==> config.mk <==
export PLATFORM = sky130hd
export DESIGN_NAME = multicycle_ctrl
export DESIGN_NICKNAME = d
export VERILOG_FILES = /design/src/rtl/multicycle_ctrl.sv
export SDC_FILE = /design/constraint.sdc
export NUM_CORES = 1
export LEC_CHECK = 0
export ABC_AREA = 1
export CAP_MARGIN = 5
export CORE_UTILIZATION = 56
export CTS_CLUSTER_SIZE = 25
export DETAILED_ROUTE_END_ITERATION = 7
export GPL_TIMING_DRIVEN = 0
export MAX_ROUTING_LAYER = met4
export PLACE_DENSITY = 0.85
export SLEW_MARGIN = 10
export SYNTH_ARGS = -nofsm -noshare
export SYNTH_HDL_FRONTEND = slang
export SYNTH_SLANG_ARGS = --single-unit
export TNS_END_PERCENT = 50
==> constraint.sdc <==
create_clock -name clk -period 3.8 [get_ports clk]
set_clock_uncertainty 0.15 [all_clocks]
set_input_delay 0.76 -clock clk [delete_from_list [all_inputs] [get_ports clk]]
set_output_delay 0.76 -clock clk [all_outputs]
set_load 0.05 [all_outputs]
==> src/rtl/multicycle_ctrl.sv <==
// Multicycle MIPS-style control FSM: Moore control outputs registered from the
// next state, plus a retired-instruction counter.
module multicycle_ctrl (
  input  logic        clk,
  input  logic        rst_n,
  input  logic [5:0]  opcode,
  input  logic        zero,
  input  logic        mem_ready,
  output logic        mem_req,
  output logic        mem_read,
  output logic        mem_write,
  output logic        i_or_d,
  output logic        ir_write,
  output logic        pc_en,
  output logic [1:0]  pc_source,
  output logic        alu_src_a,
  output logic [1:0]  alu_src_b,
  output logic [1:0]  alu_op,
  output logic        reg_write,
  output logic [1:0]  reg_dst,
  output logic [1:0]  mem_to_reg,
  output logic        illegal,
  output logic [3:0]  state,
  output logic [31:0] instr_count
);

  typedef enum logic [3:0] {
    FETCH     = 4'd0,
    DECODE    = 4'd1,
    MEM_ADDR  = 4'd2,
    MEM_READ  = 4'd3,
    MEM_WB    = 4'd4,
    MEM_WRITE = 4'd5,
    R_EXEC    = 4'd6,
    ALU_WB    = 4'd7,
    BRANCH    = 4'd8,
    JUMP      = 4'd9,
    I_EXEC    = 4'd10,
    IDLE      = 4'd11,
    ILLEGAL   = 4'd15
  } state_t;

  localparam logic [5:0] OP_RTYPE = 6'h00;
  localparam logic [5:0] OP_J     = 6'h02;
  localparam logic [5:0] OP_JAL   = 6'h03;
  localparam logic [5:0] OP_BEQ   = 6'h04;
  localparam logic [5:0] OP_ADDI  = 6'h08;
  localparam logic [5:0] OP_LW    = 6'h23;
  localparam logic [5:0] OP_SW    = 6'h2B;

  state_t      state_q;
  state_t      nxt;
  logic [5:0]  op_q;
  logic [5:0]  nxt_op;
  logic        retire;

  always_comb begin
    nxt    = state_q;
    nxt_op = op_q;
    case (state_q)
      IDLE:     nxt = FETCH;
      FETCH:    if (mem_ready) nxt = DECODE;
      DECODE: begin
        nxt_op = opcode;
        case (opcode)
          OP_RTYPE:      nxt = R_EXEC;
          OP_J, OP_JAL:  nxt = JUMP;
          OP_BEQ:        nxt = BRANCH;
          OP_ADDI:       nxt = I_EXEC;
          OP_LW, OP_SW:  nxt = MEM_ADDR;
          default:       nxt = ILLEGAL;
        endcase
      end
      MEM_ADDR:  nxt = (op_q == OP_LW) ? MEM_READ : MEM_WRITE;
      MEM_READ:  if (mem_ready) nxt = MEM_WB;
      MEM_WRITE: if (mem_ready) nxt = FETCH;
      MEM_WB, ALU_WB, BRANCH, JUMP: nxt = FETCH;
      R_EXEC, I_EXEC: nxt = ALU_WB;
      ILLEGAL:   nxt = ILLEGAL;
      default:   nxt = ILLEGAL;
    endcase
  end

  assign retire = (nxt == FETCH) &&
                  (state_q inside {MEM_WB, MEM_WRITE, ALU_WB, BRANCH, JUMP});

  // Outputs are decoded from the state being entered so they are valid from the
  // first cycle of that state without a combinational decode after the register.
  always_ff @(posedge clk or negedge rst_n) begin
    if (!rst_n) begin
      state_q     <= IDLE;
      op_q        <= '0;
      instr_count <= '0;
      mem_req     <= 1'b0;
      mem_read    <= 1'b0;
      mem_write   <= 1'b0;
      i_or_d      <= 1'b0;
      pc_source   <= '0;
      alu_src_a   <= 1'b0;
      alu_src_b   <= '0;
      alu_op      <= '0;
      reg_write   <= 1'b0;
      reg_dst     <= '0;
      mem_to_reg  <= '0;
      illegal     <= 1'b0;
    end else begin
      state_q <= nxt;
      op_q    <= nxt_op;
      if (retire) instr_count <= instr_count + 32'd1;

      mem_req    <= 1'b0;
      mem_read   <= 1'b0;
      mem_write  <= 1'b0;
      i_or_d     <= 1'b0;
      pc_source  <= '0;
      alu_src_a  <= 1'b0;
      alu_src_b  <= '0;
      alu_op     <= '0;
      reg_write  <= 1'b0;
      reg_dst    <= '0;
      mem_to_reg <= '0;
      illegal    <= 1'b0;
      case (nxt)
        FETCH: begin
          mem_req   <= 1'b1;
          mem_read  <= 1'b1;
          alu_src_b <= 2'b01;
        end
        DECODE:   alu_src_b <= 2'b11;
        MEM_ADDR: begin
          alu_src_a <= 1'b1;
          alu_src_b <= 2'b10;
        end
        MEM_READ: begin
          mem_req  <= 1'b1;
          mem_read <= 1'b1;
          i_or_d   <= 1'b1;
        end
        MEM_WB: begin
          reg_write  <= 1'b1;
          mem_to_reg <= 2'b01;
        end
        MEM_WRITE: begin
          mem_req   <= 1'b1;
          mem_write <= 1'b1;
          i_or_d    <= 1'b1;
        end
        R_EXEC: begin
          alu_src_a <= 1'b1;
          alu_op    <= 2'b10;
        end
        I_EXEC: begin
          alu_src_a <= 1'b1;
          alu_src_b <= 2'b10;
        end
        ALU_WB: begin
          reg_write <= 1'b1;
          reg_dst   <= (nxt_op == OP_RTYPE) ? 2'b01 : 2'b00;
        end
        BRANCH: begin
          alu_src_a <= 1'b1;
          alu_op    <= 2'b01;
          pc_source <= 2'b01;
        end
        JUMP: begin
          pc_source <= 2'b10;
          if (nxt_op == OP_JAL) begin
            reg_write  <= 1'b1;
            reg_dst    <= 2'b10;
            mem_to_reg <= 2'b10;
          end
        end
        ILLEGAL: illegal <= 1'b1;
        default: ;
      endcase
    end
  end

  // ir_write and pc_en are qualified by same-cycle inputs, so they stay combinational.
  always_comb begin
    ir_write = (state_q == FETCH) && mem_ready;
    pc_en    = ((state_q == FETCH) && mem_ready) ||
               ((state_q == BRANCH) && zero) ||
               (state_q == JUMP);
  end

  assign state = state_q;

endmodule

Yosys cells after proc, flatten, opt, wreduce, memory -nomap -nowiden
Cells that the tools add are included.

Register bits: 59. Bits in latches: 0. Memory bits (writable): 0. ROM bits: 0. Input bits: 10. Output and inout bits: 55. Word-level logic and storage cells: 88. Memories kept: 0.

$add $sub $neg: 1. Multiply operators: 0. Divide/modulo/power cells: 0. Order comparisons: 0. Equality and inequality tests: 30. Shift operators: 0. Mux-type cells: 22. Bitwise gates (word level): 0. Reductions and logical operators: 20.

Operators with widths (count): $add 32x1->32 const B (1); $eq 4x3->1 const B (8); $eq 4x4->1 const B (8); $pmux 4 s7 (1); $pmux 4 s5 (1); $eq 6x2->1 const B (3); $eq 6x6->1 const B (3); $eq 4x2->1 const B (4); $pmux 2 s2 (4); $reduce_or 2->1 (7); $logic_not 6->1 (2); $mux 4 (3); $eq 4x1->1 const B (2); $logic_not 4->1 (2); $mux 1 (8); $eq 6x3->1 const B (1); $eq 6x4->1 const B (1); $mux 6 (1); $pmux 2 s3 (1); $reduce_bool 5->1 (1); $reduce_or 5->1 (1); $reduce_or 4->1 (1); $logic_and 1x1->1 (3); $mux 3 (1); 4 further kinds (5).

Depth between registers and ports, before layout
Depth after elaboration: 7. Gate-level depth with buffers: 15. Depth with buffers taken out: 14.

Least setup slack after synthesis
OpenSTA, ideal clock, no wires.

Path kind: reg-to-output. Start: register state_q[3], in the netlist state[3]. End: output port pc_en. Data arrival time: 1.762 ns. Data required time: 2.890 ns. Slack: 1.128 ns. Stages on the path, launching flop included: 4. Path buffers: 0. Cells stage by stage: dfstp_2 > nand2_1 > o21bai_1 > a21oi_1.

Word-level cells in the longest chain between the ends: 4. Elaborated cells on any way between the ends: 7. Those cells by class: eq/ne (2); reduce/logical (5).

Ends and longest elaborated chain: from (decl) (RTL line 51) `state_t state_q;`; from (signal assigned) (RTL line 107) `state_q <= nxt;`; $eq 4x4->1 or $logic_not 4->1 (tied branches) (RTL line 183, 182); $logic_and 1x1->1 (on tied branches) (RTL line 183, 182); $logic_or 1x1->1 (RTL line 182) `pc_en = ((state_q == FETCH) && mem_ready) ||`; $logic_or 1x1->1 * (RTL line 183) `((state_q == BRANCH) && zero) ||`; to (decl) (RTL line 14) `output logic pc_en,`.

Mark *: on every way between the ends. The rest lies on a longest branch, timed or not.

Worst setup path after layout
Start: input port mem_ready. End: output port pc_en.

Word-level cells in the longest chain between the ends: 3.

Ends and longest elaborated chain: from (decl) (RTL line 8) `input logic mem_ready,`; $logic_and 1x1->1 (RTL line 182); $logic_or 1x1->1 (RTL line 182); $logic_or 1x1->1 (RTL line 183).

Every way passes these cells.

==> results.sh <==
export IMPL_status="complete, no violations"
export IMPL_worstSetupEndpointType="primary output"
export IMPL_crit_path_start="mem_ready"
export IMPL_power_share_clock_pct=44.8
export IMPL_netlist_top_cells_area="dfrtp_1 40%, nand2_1 17%, nand3_1 6.9%, xor2_1 5.7%, nor2_1 5.5%"
export IMPL_path_class="primary input to primary output"
export IMPL_synth_flop_cell="dfrtp_1"
export IMPL_start_kind="primary input"
export IMPL_fin_tns_setup_ps=0
export IMPL_cts_tree="done"
export IMPL_cp_slowest_cell="clkdlybuf4s50_1"
export IMPL_drc=0
export IMPL_fp_coreArea_sq_um=5680
export IMPL_peakVddDrop_mv=0.225
export IMPL_grt_pass1_vias=3037
export IMPL_setup_viol=0
export IMPL_yosysTopAreaCell="dfrtp_1"
export IMPL_row_count=27
export IMPL_area_growth_pct=27.4
export IMPL_p_comb_share_pct=2.9
export IMPL_first_iter_violations=245
export IMPL_slew_headroom_pct=54.5
export IMPL_finalCritPeriodShare_pct=87.0
export IMPL_ant_nets=0
export IMPL_antenna_cells=0
export IMPL_synth_most_common_cell="nand2_1"
export IMPL_seq_power_share_pct=52.3
export IMPL_async_reset_ff_share_pct=100
export IMPL_r2r_cells=8
export IMPL_synthCells=456
export IMPL_grt_max_degree=31
export IMPL_io_pin_count=65
export IMPL_regMostFlops="instr_count"
export IMPL_hold_viol_final=0
export IMPL_critical_path_endpoint="pc_en"
export IMPL_clk_path_buf_depth=2
export IMPL_reg2reg_to="instr_count[31]"
export IMPL_critPathMostFrequentCell="clkdlybuf4s50_1"
export IMPL_via_count=3323
export IMPL_die_h_um=79.9
export IMPL_required_ps=2890
export IMPL_worst_pin_slew_ps=682
export IMPL_rsz0062_at_grt="false"
export IMPL_grt_pass1_wl_mm=14.5
export IMPL_port_buffers=64
export IMPL_synth_area_per_cell_sq_um=7.44
export IMPL_fp_dieW_um=79.9
export IMPL_max_cap_violations=0
export IMPL_cp_max_fo=4
export IMPL_period_needed_ps=3310
export IMPL_cts_hold_buf=0
export IMPL_path_clk_slew_ps=70
export IMPL_dr_pass1_iters=6
export IMPL_pwr_density_cell_nw_per_um2=269
export IMPL_synth_top_area_share_pct=39.8
export IMPL_synthesis_area_sq_um=3390
export IMPL_start_util_pct=59.8
export IMPL_postCtsSetupBuffers=0
export IMPL_nets=543
export IMPL_synth_cell_types=33
export IMPL_synth_seq_cells=57
export IMPL_dpl_hpwl_mm=6.71
export IMPL_switching_share_pct=22.0
export IMPL_power_uw=1160
export IMPL_multi_input_area_sq_um=1680
export IMPL_synth_edf_count=0
export IMPL_antenna_found_initial=0
export IMPL_drv_slew=0
export IMPL_r2r_start="instr_count[2]"
export IMPL_hold_class="primary input to asynchronous set/reset pin"
export IMPL_rrSetupSlack_ps=1550
export IMPL_drive_above_1_share_pct=9.87
export IMPL_htree_levels=3
export IMPL_cpPeakStageDelay_ps=820
export IMPL_grt_use_total_pct=31.3
export IMPL_routed_wl_mm=8.86
export IMPL_p_sw_uw=255
export IMPL_die_area_sq_um=6380
export IMPL_wl_per_cell_um=14.6
export IMPL_yosys_top_cells_count="151 x nand2_1, 54 x dfrtp_1, 50 x nor2_1"
export IMPL_cts_resized=0
export IMPL_overflow=0
export IMPL_crit_arrival_ps=2400
export IMPL_synth_fp_nets=467
export IMPL_ys_seq_area_share_pct=42.1
export IMPL_clock_latency_ps=340
export IMPL_crit_chain="clkdlybuf4s50_1 -> nand3_1 -> a21oi_1 -> clkdlybuf4s50_1"
export IMPL_p_int_uw=906
export IMPL_nFillCells=437
export IMPL_regArea_sq_um=1430
export IMPL_power_leakage_uw=0.00225
export IMPL_root_buffer="clkbuf_8"
export IMPL_via_per_inst=5.46
export IMPL_cts_buffers=9
export IMPL_fmax_mhz=302
export IMPL_cts_sinks=57
export IMPL_synth_warnings=0
export IMPL_globalplace_congestion=0.963
export IMPL_largest_reg_flops=32
[power groups by stage]
stage | logic (uW) | clock network, uW | registers (uW)
floorplan | 6.66 | 0 | 618
global placement | 30.8 | 0 | 618
detailed placement | 33.9 | 0 | 618
CTS | 34.1 | 524 | 607
global route | 38.0 | 556 | 607
finish | 33.5 | 521 | 607
[cell families after synthesis]
logic type,synth area share (%)
AOI/OAI and AO/OA,1.77
xor gates and xnor gates,7.74
adders and majority gates,0.369
buffers and inverters,8.51
DFF,42.1
and+or+nand+nor,39.5
[worst max-delay path, delay by kind of cell]
kind,cells,cell delay [ps]
and+or+nand+nor,1,120
buffers and inverters,2,1350
AOI/OAI and AO/OA,1,170
[cell usage in the layout, fill, tap and decap left out, types with 3 or more instances in the layout]
master / n
xnor2_1: 8
buf_2: 4
inv_2: 4
nor3_1: 11
nand4_1: 11
nor4_1: 3
nand2_2: 5
nor2_1: 50
xor2_1: 22
buf_6: 6
nand2_1: 151
dfstp_2: 3
o21ai_0: 6
inv_1: 46
nand3_4: 3
nand3_1: 47
nor2_2: 3
dfrtp_1: 54
clkbuf_8: 12
clkinv_2: 3
clkdlybuf4s50_1: 63
[per-layer routing]
metal | part of all wire (%) | GRT usage (%) | vias to the layer above
li1 | - | - | 1585
met5 | 0 | - | -
met2 | 45 | 47.4 | 161
met3 | 7.5 | 4.57 | 17
met1 | 46 | 43.3 | 1560
met4 | 0.96 | 10.2 | 0
[cell type report]
class                   count  area share, %
repair buffers             65           15.2
inverters                  51           4.43
well taps                  72           2.08
plain buffers              11           2.26
flip-flops and latches     57           33.1
clock inverters             3          0.347
multi-input cells         337           38.7
clock buffers              13           3.91
[worst min-delay path by stage]
stage          slack (ps)  cells after the start              end       startpoint
4_1_cts               320                      1         state[2]            rst_n
3_5_place_dp          370                      2  instr_count[30]  instr_count[30]
2_1_floorplan         310                      0        alu_op[0]            rst_n
5_1_grt               350                      1    mem_to_reg[0]            rst_n
3_3_place_gp          350                      2  instr_count[30]  instr_count[30]
6_report              310                      1         state[2]            rst_n
[per-stage QoR]
step / instances / utilization, % / setup WS (ps) / hold WS (ps) / instance area, sq um
2_1_floorplan: 456 / - / 1130 / 314 / 3390
3_3_place_gp: 592 / 72.7 / 183 / 347 / 4130
3_5_place_dp: 593 / 72.9 / 519 / 367 / 4140
4_1_cts: 609 / 76.2 / 492 / 319 / 4320
5_1_grt: 609 / 76.2 / 416 / 351 / 4320
6_report: 609 / 76.2 / 493 / 310 / 4320
No activity file was read; power rests on OpenSTA's default activity.
